<file path="config.mk">
export PLATFORM = sky130hd
export DESIGN_NAME = ps2_key_fifo
export DESIGN_NICKNAME = d
export VERILOG_FILES = /design/src/rtl/ps2_key_fifo.sv
export SDC_FILE = /design/constraint.sdc
export NUM_CORES = 1
export LEC_CHECK = 0
export CELL_PAD_IN_SITES_DETAIL_PLACEMENT = 0
export CELL_PAD_IN_SITES_GLOBAL_PLACEMENT = 1
export CORE_UTILIZATION = 54
export CTS_CLUSTER_DIAMETER = 100
export DETAILED_ROUTE_END_ITERATION = 6
export PLACE_DENSITY_LB_ADDON = 0.12
export SLEW_MARGIN = 20
export SYNTH_ARGS = -nofsm -noshare
export SYNTH_HDL_FRONTEND = slang
export SYNTH_SLANG_ARGS = --single-unit
</file>
<file path="constraint.sdc">
create_clock -name clk -period 7.1 [get_ports clk]
set_input_delay 1.065 -clock clk [delete_from_list [all_inputs] [get_ports clk]]
set_output_delay 1.065 -clock clk [all_outputs]
set_load 0.03 [all_outputs]
</file>
<file path="src/rtl/ps2_key_fifo.sv">
// PS/2 set-2 keyboard front end: synchronizes the pad, receives frames, decodes make/break
// prefixes and shift, maps key presses to ASCII and buffers them in a fall-through FIFO.
//
// state   | meaning
// IDLE    | waiting for a make code or a prefix byte
// BRK     | F0 seen; next byte is a break code
// EXT     | E0 seen; next byte is an extended make or F0
// EXT_BRK | E0 F0 seen; next byte is an extended break (ignored)
module ps2_key_fifo #(
  parameter int FIFO_DEPTH = 8,
  parameter int TIMEOUT    = 50000
) (
  input  logic       clk,
  input  logic       clrn,
  input  logic       ps2_clk,
  input  logic       ps2_data,
  output logic [7:0] key_ascii,
  output logic       key_valid,
  input  logic       key_ready,
  output logic       shift_held,
  output logic       overflow,
  output logic       frame_err
);

  localparam int AW = $clog2(FIFO_DEPTH);
  localparam int TW = $clog2(TIMEOUT + 1);

  typedef enum logic [1:0] {IDLE, BRK, EXT, EXT_BRK} dec_state_t;

  logic [2:0]    clk_sync;
  logic [1:0]    dat_sync;
  logic          fall;
  logic          bit_in;
  logic [3:0]    bit_cnt;
  logic [9:0]    frame_sr;
  logic [TW-1:0] tmo_cnt;
  logic          tmo_expire;
  logic          byte_valid;
  logic [7:0]    byte_q;

  dec_state_t    state, state_nxt;
  logic          make_ev, brk_ev;
  logic          is_shift;
  logic [7:0]    last_make;
  logic          map_ok;
  logic [7:0]    map_ascii;
  logic [7:0]    push_ascii;
  logic          push;

  logic [7:0]    mem [FIFO_DEPTH];
  logic [AW:0]   wr_ptr, rd_ptr;
  logic          full, pop, wr_en;

  always_ff @(posedge clk or negedge clrn) begin
    if (!clrn) begin
      clk_sync <= 3'b111;
      dat_sync <= 2'b11;
    end else begin
      clk_sync <= {clk_sync[1:0], ps2_clk};
      dat_sync <= {dat_sync[0], ps2_data};
    end
  end

  assign fall   = clk_sync[2] & ~clk_sync[1];
  assign bit_in = dat_sync[1];

  // Inactivity timer: reloaded on every PS/2 clock edge, counts down only inside a frame.
  assign tmo_expire = (bit_cnt != 4'd0) && (tmo_cnt == '0) && !fall;

  always_ff @(posedge clk or negedge clrn) begin
    if (!clrn) begin
      bit_cnt    <= 4'd0;
      frame_sr   <= '0;
      tmo_cnt    <= '0;
      byte_valid <= 1'b0;
      byte_q     <= 8'h00;
      frame_err  <= 1'b0;
    end else begin
      byte_valid <= 1'b0;
      frame_err  <= 1'b0;
      if (fall) begin
        tmo_cnt <= TW'(TIMEOUT - 1);
        if (bit_cnt == 4'd10) begin
          bit_cnt <= 4'd0;
          // frame_sr[0] start, [8:1] data, [9] parity; odd parity over data+parity
          if (!frame_sr[0] && bit_in && (^frame_sr[9:1])) begin
            byte_valid <= 1'b1;
            byte_q     <= frame_sr[8:1];
          end else begin
            frame_err <= 1'b1;
          end
        end else begin
          frame_sr <= {bit_in, frame_sr[9:1]};
          bit_cnt  <= bit_cnt + 4'd1;
        end
      end else if (tmo_expire) begin
        bit_cnt   <= 4'd0;
        frame_err <= 1'b1;
      end else if (bit_cnt != 4'd0) begin
        tmo_cnt <= tmo_cnt - TW'(1);
      end
    end
  end

  always_ff @(posedge clk or negedge clrn) begin
    if (!clrn) state <= IDLE;
    else       state <= state_nxt;
  end

  always_comb begin
    state_nxt = state;
    make_ev   = 1'b0;
    brk_ev    = 1'b0;
    if (byte_valid) begin
      case (state)
        IDLE: begin
          if (byte_q == 8'hF0)      state_nxt = BRK;
          else if (byte_q == 8'hE0) state_nxt = EXT;
          else                      make_ev   = 1'b1;
        end
        BRK: begin
          brk_ev    = 1'b1;
          state_nxt = IDLE;
        end
        EXT:     state_nxt = (byte_q == 8'hF0) ? EXT_BRK : IDLE;
        EXT_BRK: state_nxt = IDLE;
        default: state_nxt = IDLE;
      endcase
    end
  end

  assign is_shift = (byte_q == 8'h12) || (byte_q == 8'h59);

  always_ff @(posedge clk or negedge clrn) begin
    if (!clrn) begin
      shift_held <= 1'b0;
      last_make  <= 8'h00;
    end else if (make_ev) begin
      if (is_shift)               shift_held <= 1'b1;
      else if (byte_q != last_make) last_make <= byte_q;
    end else if (brk_ev) begin
      if (is_shift)               shift_held <= 1'b0;
      if (byte_q == last_make)    last_make  <= 8'h00;
    end
  end

  always_comb begin
    map_ok    = 1'b1;
    map_ascii = 8'h00;
    case (byte_q)
      8'h1C: map_ascii = 8'h61;  8'h32: map_ascii = 8'h62;  8'h21: map_ascii = 8'h63;
      8'h23: map_ascii = 8'h64;  8'h24: map_ascii = 8'h65;  8'h2B: map_ascii = 8'h66;
      8'h34: map_ascii = 8'h67;  8'h33: map_ascii = 8'h68;  8'h43: map_ascii = 8'h69;
      8'h3B: map_ascii = 8'h6A;  8'h42: map_ascii = 8'h6B;  8'h4B: map_ascii = 8'h6C;
      8'h3A: map_ascii = 8'h6D;  8'h31: map_ascii = 8'h6E;  8'h44: map_ascii = 8'h6F;
      8'h4D: map_ascii = 8'h70;  8'h15: map_ascii = 8'h71;  8'h2D: map_ascii = 8'h72;
      8'h1B: map_ascii = 8'h73;  8'h2C: map_ascii = 8'h74;  8'h3C: map_ascii = 8'h75;
      8'h2A: map_ascii = 8'h76;  8'h1D: map_ascii = 8'h77;  8'h22: map_ascii = 8'h78;
      8'h35: map_ascii = 8'h79;  8'h1A: map_ascii = 8'h7A;
      8'h45: map_ascii = 8'h30;  8'h16: map_ascii = 8'h31;  8'h1E: map_ascii = 8'h32;
      8'h26: map_ascii = 8'h33;  8'h25: map_ascii = 8'h34;  8'h2E: map_ascii = 8'h35;
      8'h36: map_ascii = 8'h36;  8'h3D: map_ascii = 8'h37;  8'h3E: map_ascii = 8'h38;
      8'h46: map_ascii = 8'h39;
      8'h29: map_ascii = 8'h20;  8'h5A: map_ascii = 8'h0D;  8'h66: map_ascii = 8'h08;
      default: map_ok = 1'b0;
    endcase
  end

  // Shift only applies to letters, which all map into the lowercase range.
  assign push_ascii = (shift_held && map_ascii >= 8'h61) ? (map_ascii - 8'h20) : map_ascii;
  assign push       = make_ev && !is_shift && (byte_q != last_make) && map_ok;

  assign key_valid = (wr_ptr != rd_ptr);
  assign full      = ((wr_ptr - rd_ptr) == (AW + 1)'(FIFO_DEPTH));
  assign pop       = key_valid && key_ready;
  assign wr_en     = push && (!full || pop);
  assign key_ascii = key_valid ? mem[rd_ptr[AW-1:0]] : 8'h00;

  always_ff @(posedge clk) begin
    if (wr_en) mem[wr_ptr[AW-1:0]] <= push_ascii;
  end

  always_ff @(posedge clk or negedge clrn) begin
    if (!clrn) begin
      wr_ptr   <= '0;
      rd_ptr   <= '0;
      overflow <= 1'b0;
    end else begin
      if (wr_en) wr_ptr <= wr_ptr + (AW + 1)'(1);
      if (pop)   rd_ptr <= rd_ptr + (AW + 1)'(1);
      if (push && full && !pop) overflow <= 1'b1;
    end
  end

endmodule
</file>
# Word-level counts from Yosys, hierarchy flattened
# Memories as Yosys holds them, arrays and structs flattened.
# Cells that the tools add are included.
# W data, S select, Z words.
# totals
ramBits	64
latch_bits	0
inputBits	5
reg_bits	65
memories	1
output_inout_bits	12
elab_cells	153
rom_bits	0
# op_classes
magnitude_cmp	1
shift	0
multipliers	0
div_mod_pow	0
bitwise	3
reduce_logical	35
muxes	38
n_addsub	6
n_eq_ne	55
# memory_table
name	words	word_bits	read_ports	rd_clocked_by_memory_dff	wr	line_no	source
mem	8	8	1	0	1	50	logic [7:0] mem [FIFO_DEPTH];
# op_table
op	count
$pmux W7 S39	1
$eq A8 B6 Y1 const B	23
$eq A8 B7 Y1 const B	10
$eq A8 B5 Y1 const B	8
$mux W8	7
$mux W16	3
$reduce_or A39 Y1	1
$mux W1	20
$eq A8 B8 Y1 const B	2
$logic_not A16 Y1	1
$sub A16 B1 Y16 const B	1
$add A4 B1 Y4 const B	3
$logic_and A1 B1 Y1	12
$mux W4	3
$reduce_xor A9 Y1	1
$eq A4 B4 Y1 const B	2
$eq A8 B8 Y1	1
$ge A8 B7 Y1 const B	1
$ne A8 B8 Y1	1
$reduce_and A2 Y1	4
$reduce_bool A2 Y1	4
$sub A8 B6 Y8 const B	1
$mux W2	3
$pmux W2 S3	1
16 further kinds	24

# Logic depth before layout (Yosys ltp)
# Gate-level depths: netlist of the first run.
# logic_depth
word_depth	11
ltp_mapped	12
depth_no_buf	9

# Worst setup path after synthesis of the first run
# Ideal clock, no wire load.
# synth_timing
path_kind	register to register
from	reg rd_ptr[1]
to	mem mem[0][0] (enable)
setup_time_ns	0.398
period_less_slack_ns	3.660
path_buffers	3
t_arrival_ns	3.262
required_ns	6.702
path_stages_with_launch	12
path_slack_ns	3.440
cell_sequence	dfrtp_1 > clkbuf_1 > clkbuf_1 > inv_1 > ha_1 > and4_1 > buf_2 > inv_2 > and2_1 > or4b_1 > nand2_2 > nor4b_1
# synth_via
word_cells_on_any_way	9
classes_between	add/sub: 1; eq/ne: 2; mux: 2; reduce/logical: 4
# synth_lines
element	line_no	source
start: declaration	51	logic [AW:0] wr_ptr, rd_ptr;
start signal: assignment	190	if (pop) rd_ptr <= rd_ptr + (AW + 1)'(1);
$ne A4 B4 Y1	173	assign key_valid = (wr_ptr != rd_ptr);
via key_valid	18	output logic key_valid,
$logic_and A1 B1 Y1	175	assign pop = key_valid && key_ready;
$logic_or A1 B1 Y1	176	assign wr_en = push && (!full || pop);
$logic_and A1 B1 Y1	176	
$mux W1	180	if (wr_en) mem[wr_ptr[AW-1:0]] <= push_ascii;
$mux W1 (implied by the code)	180	
end: declaration	50	
# The timed path passes the listed nets, and every way through them passes these cells.

# Worst setup path in the final report of the first run
# layout_timing
from	reg rd_ptr[2]
to	out key_ascii[2]
# layout_via
elab_chain_len	2
word_cells_on_any_way	3
classes_between	eq/ne: 1; mux: 1; memory: 1
# layout_rtl
element	line_no	source
$mem_v2 Z8 W8 / $ne A4 B4 Y1 (equally long branches)	--	
$mux W8 *	177	assign key_ascii = key_valid ? mem[rd_ptr[AW-1:0]] : 8'h00;
end: declaration	17	output logic [7:0] key_ascii,
# Every way passes the cells marked *; elsewhere a longest branch is shown, timed or not.

==> qor.yml, run 1 <==
wl_um: 12900
cts_made_buffers: 17
fin_nets: 590
grt_overflow: 0
crit_chain: "clkinv_1 -> ha_1 -> and4_1 -> a21oi_1 -> clkdlybuf4s50_1"
setup_violations: 0
drtIter0Drc: 349
ys_top_cells_by_count: "88 x nand2_1, 64 x edfxtp_1, 60 x dfrtp_1, 37 x o21ai_0, 30 x xnor2_1"
seq_area_um2: 3550
p_total_w: 0.00222
place_ws_ns: 3.12
synth_cells: 567
fillCellCount: 931
slew_viol_final: 0
relSlewSlack_pct: 32.0
slowest_delay_ns: 0.72
viasPerCell: 5.91
synth_top_area_share_pct: 29.8
startpoint: "rd_ptr[2]"
crit_fanout: 11
clk_latency_ns: 0.42
path_delay_family: "buffers and inverters"
r2r_slack_ns: 3.00
num_antenna_cells: 0
multi_input_area_um2: 2690
route.detailed.drc: 5
internal_power_w: 0.00153
tightest_slew_ns: 1.01
netlist_area_um2: 6440
path_clk_slew_ns: 0.06
finalHoldViolations: 0
cts_resized: 0
p_comb_share_pct: 22.6
peakVddDrop_uv: 248
violations: "design-rule violations"
die_x_um: 111
critical_path_required_ns: 6.03
seqPwrFrac_pct: 41.6
ant_nets: 0
grt_pass1_wl_um: 21500
power_frac_clock_pct: 35.8
place.gp.congestion: 0.864
port_buffers: 16
clockRootBuffer: "clkbuf_16"
arrival_ns: 3.08
cts_tree: "yes"
ys_ff_latch: 129
finalWorstSetupSlack_ns: 2.96
fmax_mhz: 241
endpoint_kind: "output port"
initial_core_util_pct: 56.0
switching_share_pct: 30.9
clock_skew_ns: 0.0115
yosys.area.top_type: "edfxtp_1"
synth_edf_count: 64
drive_gt1_share_pct: 14.0
dieArea_um2: 12400
clockBufferDepth: 2
crit_type: "flop to output port"
rows: 39
async_flop_share_pct: 50.4
syn_area_per_cell_um2: 11.4
synthTopCellsByArea: "edfxtp_1 30%, dfrtp_1 23%, mux4_2 5.6%"
cts_setup_buffers: 0
synthDistinctLibCells: 69
path_depth: 5
placed_area_um2: 6670
grt_max_degree: 66
period_share_pct: 58.4
synth.most_common_cell: "nand2_1"
chipHeight_um: 111
rsz0062_at_grt: "no"
p_switching_w: 0.000686
ios: 17
cp_slowest_cell: "clkdlybuf4s50_1"
crit_path_end: "key_ascii[2]"
r2r_cells: 7
reg2reg_to: "mem[1][3]"
cts_hold_buf: 0
areaGrowthSynthToFinish_pct: 12.1
grt_pass1_vias: 4180
vias: 4316
tns_ns: 0
start_kind: "flop"
synth_nets: 582
p_leak_nw: 2.60
core_um2: 11500
post_drt_wl_per_cell_um: 17.6
status: "finished, violations left"
design_area_um2: 7220
yosys_most_used_dff: "edfxtp_1"
post-dp-hpwl_um: 8390
drv_cap: 0
min_period_ns: 4.14
antenna_found_initial: 0
hold_path_class: "flop to flop"
ys_warn_count: 0
dr.pass1.iters: 7
powerDensity_nw_per_um2: 307
htree_num_levels: 4
worstReg2RegStart: "byte_q[3]"
critPathBufInv: 2
grt_usage_pct: 22.7
ys_seq_area_share_pct: 55.2
cts_sinks: 129
-- cells by family after synthesis --
family | after synthesis | share of synthesized area [%]
XOR/XNOR | 36 | 4.89
multiplexers | 27 | 7.50
adder cells (fa/ha/maj) | 11 | 2.10
flip-flops | 129 | 55.2
AND/OR/NAND/NOR | 219 | 17.7
AO/OA/AOI/OAI | 96 | 9.40
buffers and inverters | 49 | 3.20
-- layout make-up --
type	count	area share, %
Clock buffer	17	5.89
Clock inverter	14	1.61
Inverter	17	0.884
Multi-Input combinational cell	389	37.2
Sequential cell	129	49.2
Tap cell	143	2.48
Timing Repair Buffer	21	2.67
-- placed cells by master (no fill, tap or decap), types with 13 or more instances in the layout --
master	n
nand2b_1	13
dfrtp_1	60
nor3_1	15
o21ai_0	37
mux4_2	16
clkdlybuf4s50_1	15
nand3_1	17
a21oi_1	19
clkbuf_16	17
nor2_1	29
inv_1	14
edfxtp_1	64
nand2_1	88
xnor2_1	30
-- worst register-to-register path: cells and delay by family, from the launching register on --
family / cells / cell delay, ns
AND/OR/NAND/NOR: 5 / 1.74
AO/OA/AOI/OAI: 2 / 1.02
flip-flops: 1 / 0.94
-- registers in the layout, summed over array words and instances (netlist names) --
name        cells
wr_ptr          4
dat_sync        2
frame_err       1
frame_sr       10
state           2
overflow        1
bit_cnt         4
mem            64
clk_sync        3
byte_q          8
last_make       8
byte_valid      1
tmo_cnt        16
shift_held      1
rd_ptr          4
-- layer usage --
metal	vias to the layer above	global-route usage [%]	wire [um]
met5	-	0	0
met4	0	9.37	222
met3	20	4.81	450
met2	93	36.8	6250
met1	2116	29.9	5930
li1	2087	-	-
-- stage by stage --
step / utilization, % / hold slack, ns / cells
5_1_grt: 62.7 / 0.357 / 730
3_3_place_gp: 57.9 / 0.345 / 699
6_report: 62.7 / 0.356 / 730
2_1_floorplan: - / 0.345 / 567
4_1_cts: 62.6 / 0.356 / 730
3_5_place_dp: 57.9 / 0.348 / 699
-- worst min path at each step --
| stage | start | end | slack (ns) | cells after the start |
|---|---|---|---|---|
| after CTS | dat_sync[0] | dat_sync[1] | 0.36 | 0 |
| after global routing | dat_sync[0] | dat_sync[1] | 0.36 | 0 |
| after floorplan | clk_sync[0] | clk_sync[1] | 0.35 | 0 |
| after detailed placement | dat_sync[0] | dat_sync[1] | 0.35 | 0 |
| final | clk_sync[0] | clk_sync[1] | 0.36 | 0 |
| after global placement | clk_sync[0] | clk_sync[1] | 0.35 | 0 |
-- power by group through the flow --
stage                     Sequential [W]  Clock [W]  Combinational (W)
final                           0.000923   0.000794           0.000501
after global routing            0.000934   0.000835           0.000556
after CTS                       0.000923   0.000805           0.000505
after detailed placement        0.000937          0           0.000498
after global placement          0.000935          0           0.000491
after floorplan                 0.000887          0           0.000400
No activity file was read; power rests on OpenSTA's default activity.
==> run 2: changes to the inputs <==
--- a/config.mk
+++ b/config.mk
@@ -7,7 +7,7 @@
 export LEC_CHECK = 0
 export CELL_PAD_IN_SITES_DETAIL_PLACEMENT = 0
 export CELL_PAD_IN_SITES_GLOBAL_PLACEMENT = 1
-export CORE_UTILIZATION = 54
+export CORE_UTILIZATION = 45
 export CTS_CLUSTER_DIAMETER = 100
 export DETAILED_ROUTE_END_ITERATION = 6
 export PLACE_DENSITY_LB_ADDON = 0.12
==> constraint.sdc (replaced) <==
create_clock -name clk -period 3.7 [get_ports clk]
set_input_delay 0.555 -clock clk [delete_from_list [all_inputs] [get_ports clk]]
set_output_delay 0.555 -clock clk [all_outputs]
set_load 0.03 [all_outputs]
==> run 2 against run 1 <==
The flow now finishes without violations. Critical path depth stayed put. Non-clock buffer count is 21 higher. First-iteration DRC count is 32% higher. Via count is 3.8% higher.
==> qor.yml, run 2 (synthesized netlist as in run 1, its figures left out) <==
tns_ns: 0  # unchanged
dr.pass1.iters: 5  # -2
powerDensity_nw_per_um2: 593  # +93%
dieArea_um2: 14800  # +20%
grt_pass1_wl_um: 23200  # +8.3%
clockRootBuffer: "clkbuf_16"
areaGrowthSynthToFinish_pct: 15.7
crit_chain: "clkinv_1 -> ha_1 -> and4_1 -> a21oi_1 -> clkdlybuf4s50_1"
num_antenna_cells: 0  # unchanged
vias: 4480  # +3.8%
wl_met3_um: 550  # +22%
finalHoldViolations: 0  # unchanged
cts_tree: "yes"
hold_slack_ns: 0.166  # -0.190 ns
fmax_mhz: 297
p_leak_nw: 2.74  # +5.2%
arrival_ns: 2.81  # -0.27 ns
fillCellCount: 1199  # +29%
antenna_found_initial: 0  # unchanged
viasPerCell: 5.68  # -4.0%
die_x_um: 122  # +9.4%
ios: 17  # unchanged
grt_usage_pct: 21.3  # -1.4 points
grt_overflow: 0  # unchanged
clock_skew_ns: 0.00572  # -0.00579 ns
relSlewSlack_pct: 43.8  # +12 points
port_buffers: 16  # unchanged
fin_nets: 611  # +3.6%
status: "finished clean"
drtIter0Drc: 460  # +32%
place.gp.congestion: 0.836  # -3.2%
cts_resized: 0  # unchanged
dr.max_layer_used: "met4"
peakVddDrop_uv: 310  # +25%
post_drt_wl_per_cell_um: 18.1  # +2.7%
rsz0062_at_grt: "no"
crit_type: "flop to output port"
slowest_delay_ns: 0.70  # -0.02 ns
rows: 43  # +10%
crit_fanout: 11  # unchanged
clockBufferDepth: 2  # unchanged
cts_hold_buf: 0  # unchanged
cts_sinks: 129  # unchanged
largest_reg_flops: 64  # unchanged
ant_nets: 0  # unchanged
wl_met2_um: 7100  # +14%
cts_made_buffers: 17  # unchanged
grt_max_degree: 29  # -56%
critical_path_required_ns: 3.14  # -2.89 ns
route.detailed.drc: 0  # -5
cp_slowest_cell: "clkdlybuf4s50_1"
tightest_slew_ns: 0.843  # -0.169 ns
drive_gt1_share_pct: 16.9  # +2.9 points
path_clk_slew_ns: 0.06  # about the same
drv_cap: 0  # unchanged
setup_violations: 0  # unchanged
endpoint_kind: "output port"
final_cell_mix: "88 x nand2_1, 64 x edfxtp_1, 60 x dfrtp_1"
finalWorstSetupSlack_ns: 0.337  # -2.62 ns
mostFrequentLayoutCell: "nand2_1"
slew_viol_final: 0  # unchanged
cts_setup_buffers: 0  # unchanged
clk_latency_ns: 0.43  # about the same
place_ws_ns: 0.363  # -2.76 ns
core_um2: 13900  # +21%
start_kind: "flop"
hold_path_class: "input pin to async pin"
post-dp-hpwl_um: 9980  # +19%
htree_num_levels: 4  # unchanged
period_share_pct: 90.9
grt_pass1_vias: 4433  # +6.1%
initial_core_util_pct: 46.2  # -9.7 points
met1_length_um: 6320  # +6.6%
chipHeight_um: 122  # +9.4%
min_period_ns: 3.36
wl_um: 14300  # +11%
[run 2: per-stage QoR]
| stage | utilization (%) | instances | total power (W) | area [um^2] |
|---|---|---|---|---|
| after floorplan | - | 567 | 0.00247 | 6440 |
| after global placement | 49.3 | 757 | 0.00276 | 6880 |
| after detailed placement | 49.3 | 757 | 0.00278 | 6880 |
| after CTS | 53.5 | 789 | 0.00447 | 7460 |
| after global routing | 53.5 | 789 | 0.00464 | 7460 |
| final | 53.5 | 789 | 0.00442 | 7460 |
[run 2: path summary, 6_finish.rpt]
path	startpoint	end	slack, ns	cells past startpoint
worst min register to register	dat_sync[0]	dat_sync[1]	0.36	0
min in group clk	dat_sync[0]	dat_sync[1]	0.36	0
worst max register to register	rd_ptr[2]	mem[3][5]	0.35	9
worst min-delay path	clrn	wr_ptr[3]	0.17	1
worst max-delay path	rd_ptr[2]	key_ascii[6]	0.34	5
max in group asynchronous	clrn	clk_sync[2]	2.69	2
[run 2: area by class of cell]
| cell class | count | area [um^2] | share of cell area (%) |
|---|---|---|---|
| Tap cell | 180 | 225 | 3.02 |
| Multi-Input combinational cell | 389 | 2680 | 36.0 |
| Sequential cell | 129 | 3550 | 47.7 |
| Inverter | 17 | 63.8 | 0.856 |
| Timing Repair Buffer | 42 | 350 | 4.70 |
| Clock buffer | 17 | 425 | 5.70 |
| Clock inverter | 15 | 155 | 2.08 |
[run 2: critical path, delay by kind of cell (launching register included)]
kind	cells	cell delay, ns
buffers and inverters	2	0.99
DFF	1	0.53
and+or+nand+nor	1	0.27
adders and majority gates	1	0.39
AOI/OAI and AO/OA	1	0.21
[run 2: per-layer routing]
metal	up-vias	GRT usage [%]
met5	-	0
met4	0	9.72
met3	26	5.52
met2	103	34.6
met1	2219	26.7
li1	2132	-
[run 2: report_power, final]
part / internal, W / total (W) / switching, W
Clock: 0.000997 / 0.00166 / 0.000665
Sequential: 0.00160 / 0.00172 / 0.000120
Combinational: 0.000446 / 0.00104 / 0.000595
Total: 0.00304 / 0.00442 / 0.00138
==> run 3: changes to the inputs <==
--- a/config.mk
+++ b/config.mk
@@ -7,8 +7,9 @@
 export LEC_CHECK = 0
 export CELL_PAD_IN_SITES_DETAIL_PLACEMENT = 0
 export CELL_PAD_IN_SITES_GLOBAL_PLACEMENT = 1
-export CORE_UTILIZATION = 45
+export CORE_UTILIZATION = 35
 export CTS_CLUSTER_DIAMETER = 100
+export CTS_CLUSTER_SIZE = 10
 export DETAILED_ROUTE_END_ITERATION = 6
 export PLACE_DENSITY_LB_ADDON = 0.12
 export SLEW_MARGIN = 20
==> run 3 against run 2 <==
Fmax is 0.33% lower. Final cell count rose by 5.8%. Sequential power barely moved. Core utilization is 12 points lower. Hold slack gained 0.19 ns. Wire length up 3.1%. Setup slack got worse by 0.011 ns. Critical path type is now flop to flop. Highest routed layer unchanged.
==> qor.yml, run 3 (synthesized netlist as in run 1, its figures left out) <==
rows: 49  # +14%
final_cell_mix: "88 x nand2_1, 64 x edfxtp_1, 60 x dfrtp_1"
peakVddDrop_uv: 447  # +44%
crit_fanout: 13  # +2
cp_slowest_cell: "a2111oi_0"
finalWorstSetupSlack_ns: 0.326  # -0.0111 ns
path_clk_slew_ns: 0.06  # about the same
worstReg2RegStart: "byte_q[2]"
chipHeight_um: 138  # +13%
dr.pass1.iters: 4  # -1
drtIter0Drc: 218  # -53%
clockBufferDepth: 2  # unchanged
viasPerCell: 5.28  # -7.0%
design_area_um2: 7500  # +0.52%
grt_max_degree: 56  # +93%
p_leak_nw: 2.71  # -0.87%
place.gp.congestion: 0.842  # +0.66%
endpoint_kind: "flop"
period_share_pct: 91.2  # +0.30 points
r2r_cells: 7  # -2
grt_usage_pct: 17.1  # -4.2 points
crit_chain: "nand4b_1 -> o21bai_1 -> a2111oi_0 -> nor3_1 -> and4_1 -> nor2_4 -> and4b_1"
grt_pass1_wl_um: 24100  # +3.5%
post-dp-hpwl_um: 10200  # +2.7%
rsz0062_at_grt: "no"
dp_cells: 802  # +5.9%
largest_reg_flops: 64  # unchanged
start_kind: "flop"
grt_pass1_vias: 4477  # +0.99%
clock_skew_ns: 0.0126  # +0.00693 ns
tns_ns: 0  # unchanged
fmax_mhz: 296  # -0.33%
hold_path_class: "flop to flop"
min_period_ns: 3.37  # +0.0111 ns
antenna_found_initial: 0  # unchanged
post_drt_wl_per_cell_um: 17.6  # -2.6%
instances_no_fill: 835  # +5.8%
setup_violations: 0  # unchanged
slowest_delay_ns: 0.67  # -0.03 ns
powerDensity_nw_per_um2: 583  # -1.7%
cts_setup_buffers: 0  # unchanged
seq_area_um2: 3550  # unchanged
status: "finished clean"
tightest_slew_ns: 0.838  # -0.00493 ns
crit_type: "flop to flop"
finalHoldViolations: 0  # unchanged
fin_nets: 608  # -0.49%
num_antenna_cells: 0  # unchanged
clockRootBuffer: "clkbuf_16"
vias: 4408  # -1.6%
slew_viol_final: 0  # unchanged
critical_path_required_ns: 3.76  # +0.62 ns
ant_nets: 0  # unchanged
multi_input_area_um2: 2700  # +0.47%
placed_area_um2: 6920  # +0.64%
r2r_slack_ns: 0.33  # -0.02 ns
htree_num_levels: 4  # unchanged
cts_made_buffers: 17  # unchanged
whs_path_depth: 0
worstHoldStart: "clk_sync[0]"
drive_gt1_share_pct: 17.2  # +0.25 points
arrival_ns: 3.44  # +0.63 ns
initial_core_util_pct: 35.7  # -10 points
relSlewSlack_pct: 44.0  # +0.21 points
fillCellCount: 1713  # +43%
cts_tree: "yes"
drv_cap: 0  # unchanged
ios: 17  # unchanged
dieArea_um2: 19000  # +28%
route.detailed.drc: 0  # unchanged
reg2reg_to: "mem[4][0]"
grt_overflow: 0  # unchanged
port_buffers: 16  # unchanged
wl_um: 14700  # +3.1%
mostFrequentLayoutCell: "nand2_1"
areaGrowthSynthToFinish_pct: 16.3
clk_latency_ns: 0.42  # about the same
die_x_um: 138  # +13%
whs_endpoint: "clk_sync[1]"
place_ws_ns: 0.439  # +0.0763 ns
cts_sinks: 129  # unchanged
core_um2: 18000  # +29%
==> run 3: worst max-delay path: cells and delay by family, from the launching register on <==
| kind | cells | cell delay [ns] |
|---|---|---|
| and+or+nand+nor | 5 | 1.49 |
| DFF | 1 | 0.61 |
| AOI/OAI and AO/OA | 2 | 0.90 |
==> run 3: cell type report <==
| type | count | area share, % |
|---|---|---|
| multi-input cells | 389 | 36.0 |
| clock buffers | 17 | 5.68 |
| well taps | 229 | 3.82 |
| flip-flops and latches | 129 | 47.4 |
| inverters | 17 | 0.851 |
| clock inverters | 15 | 1.87 |
| repair buffers | 39 | 4.41 |
==> run 3: worst max path at each step <==
| stage | slack (ns) | to | from |
|---|---|---|---|
| 6_report | 0.33 | mem[4][0] | byte_q[2] |
| 4_1_cts | 0.39 | mem[4][0] | byte_q[2] |
| 2_1_floorplan | 0.04 | mem[0][0] | rd_ptr[1] |
| 5_1_grt | 0.13 | mem[2][5] | byte_q[2] |
| 3_3_place_gp | 0.51 | mem[6][0] | byte_q[2] |
| 3_5_place_dp | 0.44 | mem[4][5] | byte_q[2] |
==> run 3: what timing repair did <==
item,CTS,global route
hold buffers,1,0
endpoints found under the setup margin,0,0
resized for setup,0,0
hold endpoints to repair,2,0
==> run 3: per-layer routing <==
layer | global-route usage (%) | routed length [um] | up-vias
li1 | - | - | 2135
met1 | 20.9 | 6520 | 2182
met2 | 29.7 | 7610 | 76
met3 | 3.38 | 354 | 15
met4 | 6.41 | 229 | 0
met5 | 0 | 0 | -
==> run 3: where the power goes <==
part           internal (W)  switching [W]
registers           0.00160       0.000113
clock network      0.000889       0.000708
logic              0.000449       0.000612
total               0.00293        0.00143
==> run 3: per-stage QoR <==
step / power [W] / utilization, % / hold slack (ns)
floorplan: 0.00247 / - / 0.259
global placement: 0.00280 / 38.4 / 0.348
detailed placement: 0.00281 / 38.4 / 0.347
CTS: 0.00443 / 41.6 / 0.360
global route: 0.00460 / 41.6 / 0.360
finish: 0.00437 / 41.6 / 0.359
